$ cat src/rtl/uart_pkg.sv
// Shared constants for the UART-side blocks: byte width, launch FSM encoding
// and the default completion timeout.
package uart_pkg;

    localparam int BYTE_W             = 8;
    localparam int DEFAULT_TX_TIMEOUT = 200000;

    localparam logic ST_IDLE = 1'b0;
    localparam logic ST_WAIT = 1'b1;

    typedef enum logic {
        S_IDLE = ST_IDLE,
        S_WAIT = ST_WAIT
    } tx_state_e;

    typedef logic [BYTE_W-1:0] byte_t;

endpackage

$ cat src/rtl/sync_fifo_mem.sv
// DEPTH x BYTE_W circular buffer with wrapping pointers and a separate
// occupancy register; full/empty derive only from that register.
module sync_fifo_mem
    import uart_pkg::*;
#(
    parameter int DEPTH  = 16,
    parameter int ADDR_W = 4
) (
    input  logic              clk,
    input  logic              rst_n,
    input  logic              wr_en,
    input  logic [BYTE_W-1:0] wr_data,
    input  logic              rd_en,
    output logic [BYTE_W-1:0] rd_data,
    output logic              full,
    output logic              empty,
    output logic [ADDR_W:0]   count,
    output logic              drop
);

    logic [BYTE_W-1:0] mem [DEPTH];
    logic [ADDR_W-1:0] wr_ptr;
    logic [ADDR_W-1:0] rd_ptr;
    logic              push;
    logic              pop;

    assign full    = (count == (ADDR_W+1)'(DEPTH));
    assign empty   = (count == '0);
    assign push    = wr_en && !full;
    assign pop     = rd_en && !empty;
    // A write into a full FIFO is dropped even if a pop frees a slot this cycle.
    assign drop    = wr_en && full;
    assign rd_data = mem[rd_ptr];

    always_ff @(posedge clk or negedge rst_n) begin
        if (!rst_n) begin
            wr_ptr <= '0;
            rd_ptr <= '0;
            count  <= '0;
        end else begin
            if (push) begin
                wr_ptr <= wr_ptr + ADDR_W'(1);
            end
            if (pop) begin
                rd_ptr <= rd_ptr + ADDR_W'(1);
            end
            case ({push, pop})
                2'b10:   count <= count + (ADDR_W+1)'(1);
                2'b01:   count <= count - (ADDR_W+1)'(1);
                default: count <= count;
            endcase
        end
    end

    // Storage carries no reset; contents are don't-care until written.
    always_ff @(posedge clk) begin
        if (push) begin
            mem[wr_ptr] <= wr_data;
        end
    end

endmodule

$ cat src/rtl/uart_tx_fifo.sv
// Transmit buffer feeding the UART: queues bytes, launches one at a time on
// tx_wr and waits for tx_done, with a watchdog for lost completions.
module uart_tx_fifo
    import uart_pkg::*;
#(
    parameter int DEPTH   = 16,
    parameter int ADDR_W  = 4,
    parameter int TIMEOUT = DEFAULT_TX_TIMEOUT
) (
    input  logic              sys_clk,
    input  logic              sys_rst_n,
    input  logic [BYTE_W-1:0] wr_data,
    input  logic              wr_en,
    output logic              full,
    output logic              empty,
    output logic [ADDR_W:0]   count,
    output logic              ovf,
    output logic              tx_err,
    input  logic              err_clr,
    output logic              busy,
    output logic [BYTE_W-1:0] tx_data,
    output logic              tx_wr,
    input  logic              tx_done,
    output tx_state_e         dbg_state
);

    localparam int WD_W = (TIMEOUT > 1) ? $clog2(TIMEOUT) : 1;
    localparam logic [WD_W-1:0] WD_LAST = WD_W'((TIMEOUT > 0) ? TIMEOUT - 1 : 0);

    tx_state_e         state_q;
    tx_state_e         state_d;
    logic [WD_W-1:0]   wd_q;
    logic [WD_W-1:0]   wd_d;
    logic              launch;
    logic              err_set;
    logic              drop;
    logic [BYTE_W-1:0] head_data;
    logic [BYTE_W-1:0] tx_data_q;
    logic              tx_wr_q;
    logic              ovf_q;
    logic              tx_err_q;

    sync_fifo_mem #(
        .DEPTH  (DEPTH),
        .ADDR_W (ADDR_W)
    ) u_fifo (
        .clk     (sys_clk),
        .rst_n   (sys_rst_n),
        .wr_en   (wr_en),
        .wr_data (wr_data),
        .rd_en   (launch),
        .rd_data (head_data),
        .full    (full),
        .empty   (empty),
        .count   (count),
        .drop    (drop)
    );

    always_ff @(posedge sys_clk or negedge sys_rst_n) begin
        if (!sys_rst_n) begin
            state_q <= S_IDLE;
            wd_q    <= '0;
        end else begin
            state_q <= state_d;
            wd_q    <= wd_d;
        end
    end

    // tx_done is only meaningful in WAIT, including the cycle tx_wr is high.
    always_comb begin
        state_d = state_q;
        wd_d    = wd_q;
        launch  = 1'b0;
        err_set = 1'b0;
        case (state_q)
            S_IDLE: begin
                if (!empty) begin
                    launch  = 1'b1;
                    wd_d    = '0;
                    state_d = S_WAIT;
                end
            end
            S_WAIT: begin
                wd_d = wd_q + WD_W'(1);
                if (tx_done) begin
                    state_d = S_IDLE;
                end else if ((TIMEOUT != 0) && (wd_q == WD_LAST)) begin
                    err_set = 1'b1;
                    state_d = S_IDLE;
                end
            end
            default: state_d = S_IDLE;
        endcase
    end

    always_ff @(posedge sys_clk or negedge sys_rst_n) begin
        if (!sys_rst_n) begin
            tx_data_q <= '0;
            tx_wr_q   <= 1'b0;
            ovf_q     <= 1'b0;
            tx_err_q  <= 1'b0;
        end else begin
            tx_wr_q <= launch;
            if (launch) begin
                tx_data_q <= head_data;
            end
            // Set events take priority over a coincident clear.
            if (drop) begin
                ovf_q <= 1'b1;
            end else if (err_clr) begin
                ovf_q <= 1'b0;
            end
            if (err_set) begin
                tx_err_q <= 1'b1;
            end else if (err_clr) begin
                tx_err_q <= 1'b0;
            end
        end
    end

    assign tx_data   = tx_data_q;
    assign tx_wr     = tx_wr_q;
    assign ovf       = ovf_q;
    assign tx_err    = tx_err_q;
    assign busy      = (state_q == S_WAIT);
    assign dbg_state = state_q;

endmodule
$ cat config.mk
export PLATFORM = sky130hd
export DESIGN_NAME = uart_tx_fifo
export DESIGN_NICKNAME = d
export VERILOG_FILES = /design/src/rtl/uart_pkg.sv /design/src/rtl/sync_fifo_mem.sv /design/src/rtl/uart_tx_fifo.sv
export SDC_FILE = /design/constraint.sdc
export NUM_CORES = 1
export LEC_CHECK = 0
export ABC_CLOCK_PERIOD_IN_PS = 3500
export CAP_MARGIN = 30
export CORE_AREA = 5 5 135 112
export CTS_CLUSTER_DIAMETER = 120
export DETAILED_ROUTE_END_ITERATION = 8
export DIE_AREA = 0 0 140 117
export GPL_TIMING_DRIVEN = 0
export HOLD_SLACK_MARGIN = 0.12
export PLACE_DENSITY = 0.71
export SYNTH_ARGS = -nofsm -noshare
export SYNTH_HDL_FRONTEND = slang
export SYNTH_HIERARCHICAL = 1
export SYNTH_SLANG_ARGS = --single-unit
$ cat constraint.sdc
create_clock -name sys_clk -period 3.5 [get_ports sys_clk]
set_clock_uncertainty 0.15 [all_clocks]
set_input_delay 0.525 -clock sys_clk [delete_from_list [all_inputs] [get_ports sys_clk]]
set_output_delay 0.525 -clock sys_clk [all_outputs]
set_load 0.01 [all_outputs]
==> flow_metrics.env <==
export IMPL_min_path_type="in -> async"
export IMPL_overflow=0
export IMPL_cts_tree="done"
export IMPL_initial_core_util=0.521
export IMPL_h_tree_depth=4
export IMPL_finalMaxSlewViolations=0
export IMPL_ys_ff_latch=171
export IMPL_dr_pass1_iters=5
export IMPL_cts_sinks=171
export IMPL_coreArea_um2=13800
export IMPL_power_density_nw_per_um2=823
export IMPL_postRouteAntennaNets=0
export IMPL_fp_dieArea_um2=16400
export IMPL_die_x_um=140
export IMPL_place_port_buffers=32
export IMPL_nets=557
export IMPL_clock_latency_ps=420
export IMPL_fmax_mhz=306
export IMPL_max_slew_margin=0.432
export IMPL_die_h_um=117
export IMPL_ys_seq_area_frac=0.686
export IMPL_synth_area_top_cells="edfxtp_1 54%, dfrtp_1 15%, mux4_2 5.0%"
export IMPL_worst_slew_pin_slew_ps=849
export IMPL_layout_cells_non_filler=730
export IMPL_via_per_inst=5.72
export IMPL_clk_path_buf_depth=2
export IMPL_globalplace_congestion=0.817
export IMPL_antenna_cells=0
export IMPL_endpoint_kind="register"
export IMPL_required_ps=3660
export IMPL_rsz0062_at_grt="no"
export IMPL_dp_cells=695
export IMPL_netlist_area_leader_share=0.536
export IMPL_final_cell_mix="128 x edfxtp_1, 59 x nand2_1, 39 x dfrtp_1, 33 x mux2i_1, 31 x clkdlybuf4s50_1"
export IMPL_drtIter0Drc=342
export IMPL_clk_pin_slew_ps=70
export IMPL_routed_wl_mm=14.6
export IMPL_synthArstFlopShare=0.251
export IMPL_crit_fanout=11
export IMPL_fin_util=0.610
export IMPL_final_period_utilization=0.933
export IMPL_syn_avg_cell_area_um2=15.1
export IMPL_numCtsBuffers=17
export IMPL_mappedNetlistNets=498
export IMPL_hold_violations=0
export IMPL_synth_edff_count=128
export IMPL_yosysWarnings=6
export IMPL_root_buffer="clkbuf_16"
export IMPL_synth_cells=474
export IMPL_grt_usage=0.190
export IMPL_grt_pass1_vias=4114
export IMPL_dpl_hpwl_mm=9.89
export IMPL_period_needed_ps=3260
export IMPL_io_pins=33
export IMPL_remaining_drc_errors=0
export IMPL_layout_commonest_cell="edfxtp_1"
export IMPL_status="finished clean"
export IMPL_synth_distinct_cells=50
export IMPL_p_leak_nw=3.12
export IMPL_num_vias=4178
export IMPL_drv_cap=0
export IMPL_drive_gt1_frac=0.170
export IMPL_setup_violations=0
export IMPL_syn_area_um2=7170
export IMPL_crit_arrival_ps=3420
export IMPL_grt_pass1_wl_mm=23.1
export IMPL_cp_start_kind="register"
export IMPL_synth_top_cell_by_area="edfxtp_1"
export IMPL_grt_start_max_net_pins=40
export IMPL_syn_to_final_growth_pct=17.1
export IMPL_peakVddDrop_v=0.000415
export IMPL_ys_flop_type="edfxtp_1"
export IMPL_rows=39
export IMPL_critPathKind="reg -> reg"
export IMPL_antenna_found_initial=0
export IMPL_routedWlPerCell_um=20.0
## power by group
group	internal (W)	switching (W)
logic	0.00105	0.00133
registers	0.00251	0.000182
clock network	0.00101	0.000825
## stage by stage
stage / setup TNS [ps] / hold slack, ps / area (um2) / power, W / setup WS [ps]
after floorplan: 0 / 79.4 / 7170 / 0.00427 / 47.1
after global placement: -237 / 312 / 7720 / 0.00500 / -237
after detailed placement: -377 / 212 / 7770 / 0.00508 / -377
after CTS: 0 / 290 / 8370 / 0.00693 / 36.4
after global routing: 0 / 315 / 8400 / 0.00728 / 15.4
final: 0 / 316 / 8400 / 0.00691 / 235
## cell type report
type	instances	area, um2
repair buffers	41	398
flip-flops and latches	171	4920
plain buffers	23	164
inverters	13	51.3
multi-input cells	266	2050
fillers	1044	5370
well taps	184	230
clock buffers	18	429
clock inverters	14	150
## per-layer routing
metal	GRT usage	wire length, um
met1	0.265	6450
met2	0.302	7120
met3	0.0463	858
met4	0.0600	202
met5	0	0
## path summary, 6_finish.rpt
kind / to / slack (ps) / start / cells past startpoint
hold / removal: u_fifo/count[1] / 320 / sys_rst_n / 2
min in group sys_clk: wd_q[17] / 330 / wd_q[17] / 1
setup reg to reg: u_fifo/count[4] / 240 / u_fifo/count[1] / 14
setup / recovery: u_fifo/count[4] / 240 / u_fifo/count[1] / 14
max in group asynchronous: u_fifo/rd_ptr[3] / 2450 / sys_rst_n / 3
hold reg to reg: wd_q[17] / 330 / wd_q[17] / 1
## worst max-delay path: stages, from the launching register on
cell	delay (ps)
dfrtp_2	410
nor4_4	70
and2b_2	210
or2_2	360
inv_4	140
nor2b_1	180
buf_6	150
ha_2	210
inv_1	80
fa_1	410
nor2b_1	120
o21ai_1	80
nand3_1	80
or3b_1	360
xnor2_1	130
## cell families (layout without fill, tap and decap cells)
family                   count (synthesis)  count (layout)  synth area share
flip-flops                             171             171             0.686
AND/OR/NAND/NOR                        119             119            0.0780
AO/OA/AOI/OAI                           67              67            0.0612
multiplexers                            58              58             0.111
buffers and inverters                   37             109            0.0302
adder cells (fa/ha/maj)                 11              11            0.0202
XOR/XNOR                                11              11            0.0134
## synth_stat cells (4+ instances only)
| cell | instances |
|---|---|
| nor2b_1 | 4 |
| buf_6 | 9 |
| inv_1 | 12 |
| nand3_1 | 10 |
| nand2_1 | 59 |
| ha_1 | 10 |
| clkbuf_1 | 6 |
| mux2i_1 | 33 |
| xnor2_1 | 7 |
| o21ai_0 | 24 |
| buf_2 | 4 |
| xor2_1 | 4 |
| nand4_1 | 7 |
| mux4_2 | 16 |
| dfrtp_1 | 43 |
| a22oi_1 | 8 |
| a21oi_1 | 14 |
| nor3_1 | 5 |
| edfxtp_1 | 128 |
| nor2_1 | 18 |
| mux2_2 | 8 |
| a221oi_1 | 7 |
## flip-flops by register name, indices dropped and copies added (netlist names)
name and count:
tx_wr 1, tx_data 8, ovf 1, busy 1, u_fifo/wr_ptr 4, u_fifo/rd_ptr 4, wd_q 18, tx_err 1
u_fifo/count 5, u_fifo/mem 128
## repair_timing
action                                  CTS  global route
buffers inserted                          1             2
gates resized for setup                   2             7
hold endpoints to repair                 43             0
pin swaps                                 0             0
endpoints found under the setup margin    2             1
hold buffers                              1             0
(Power assumes the default switching activity.)
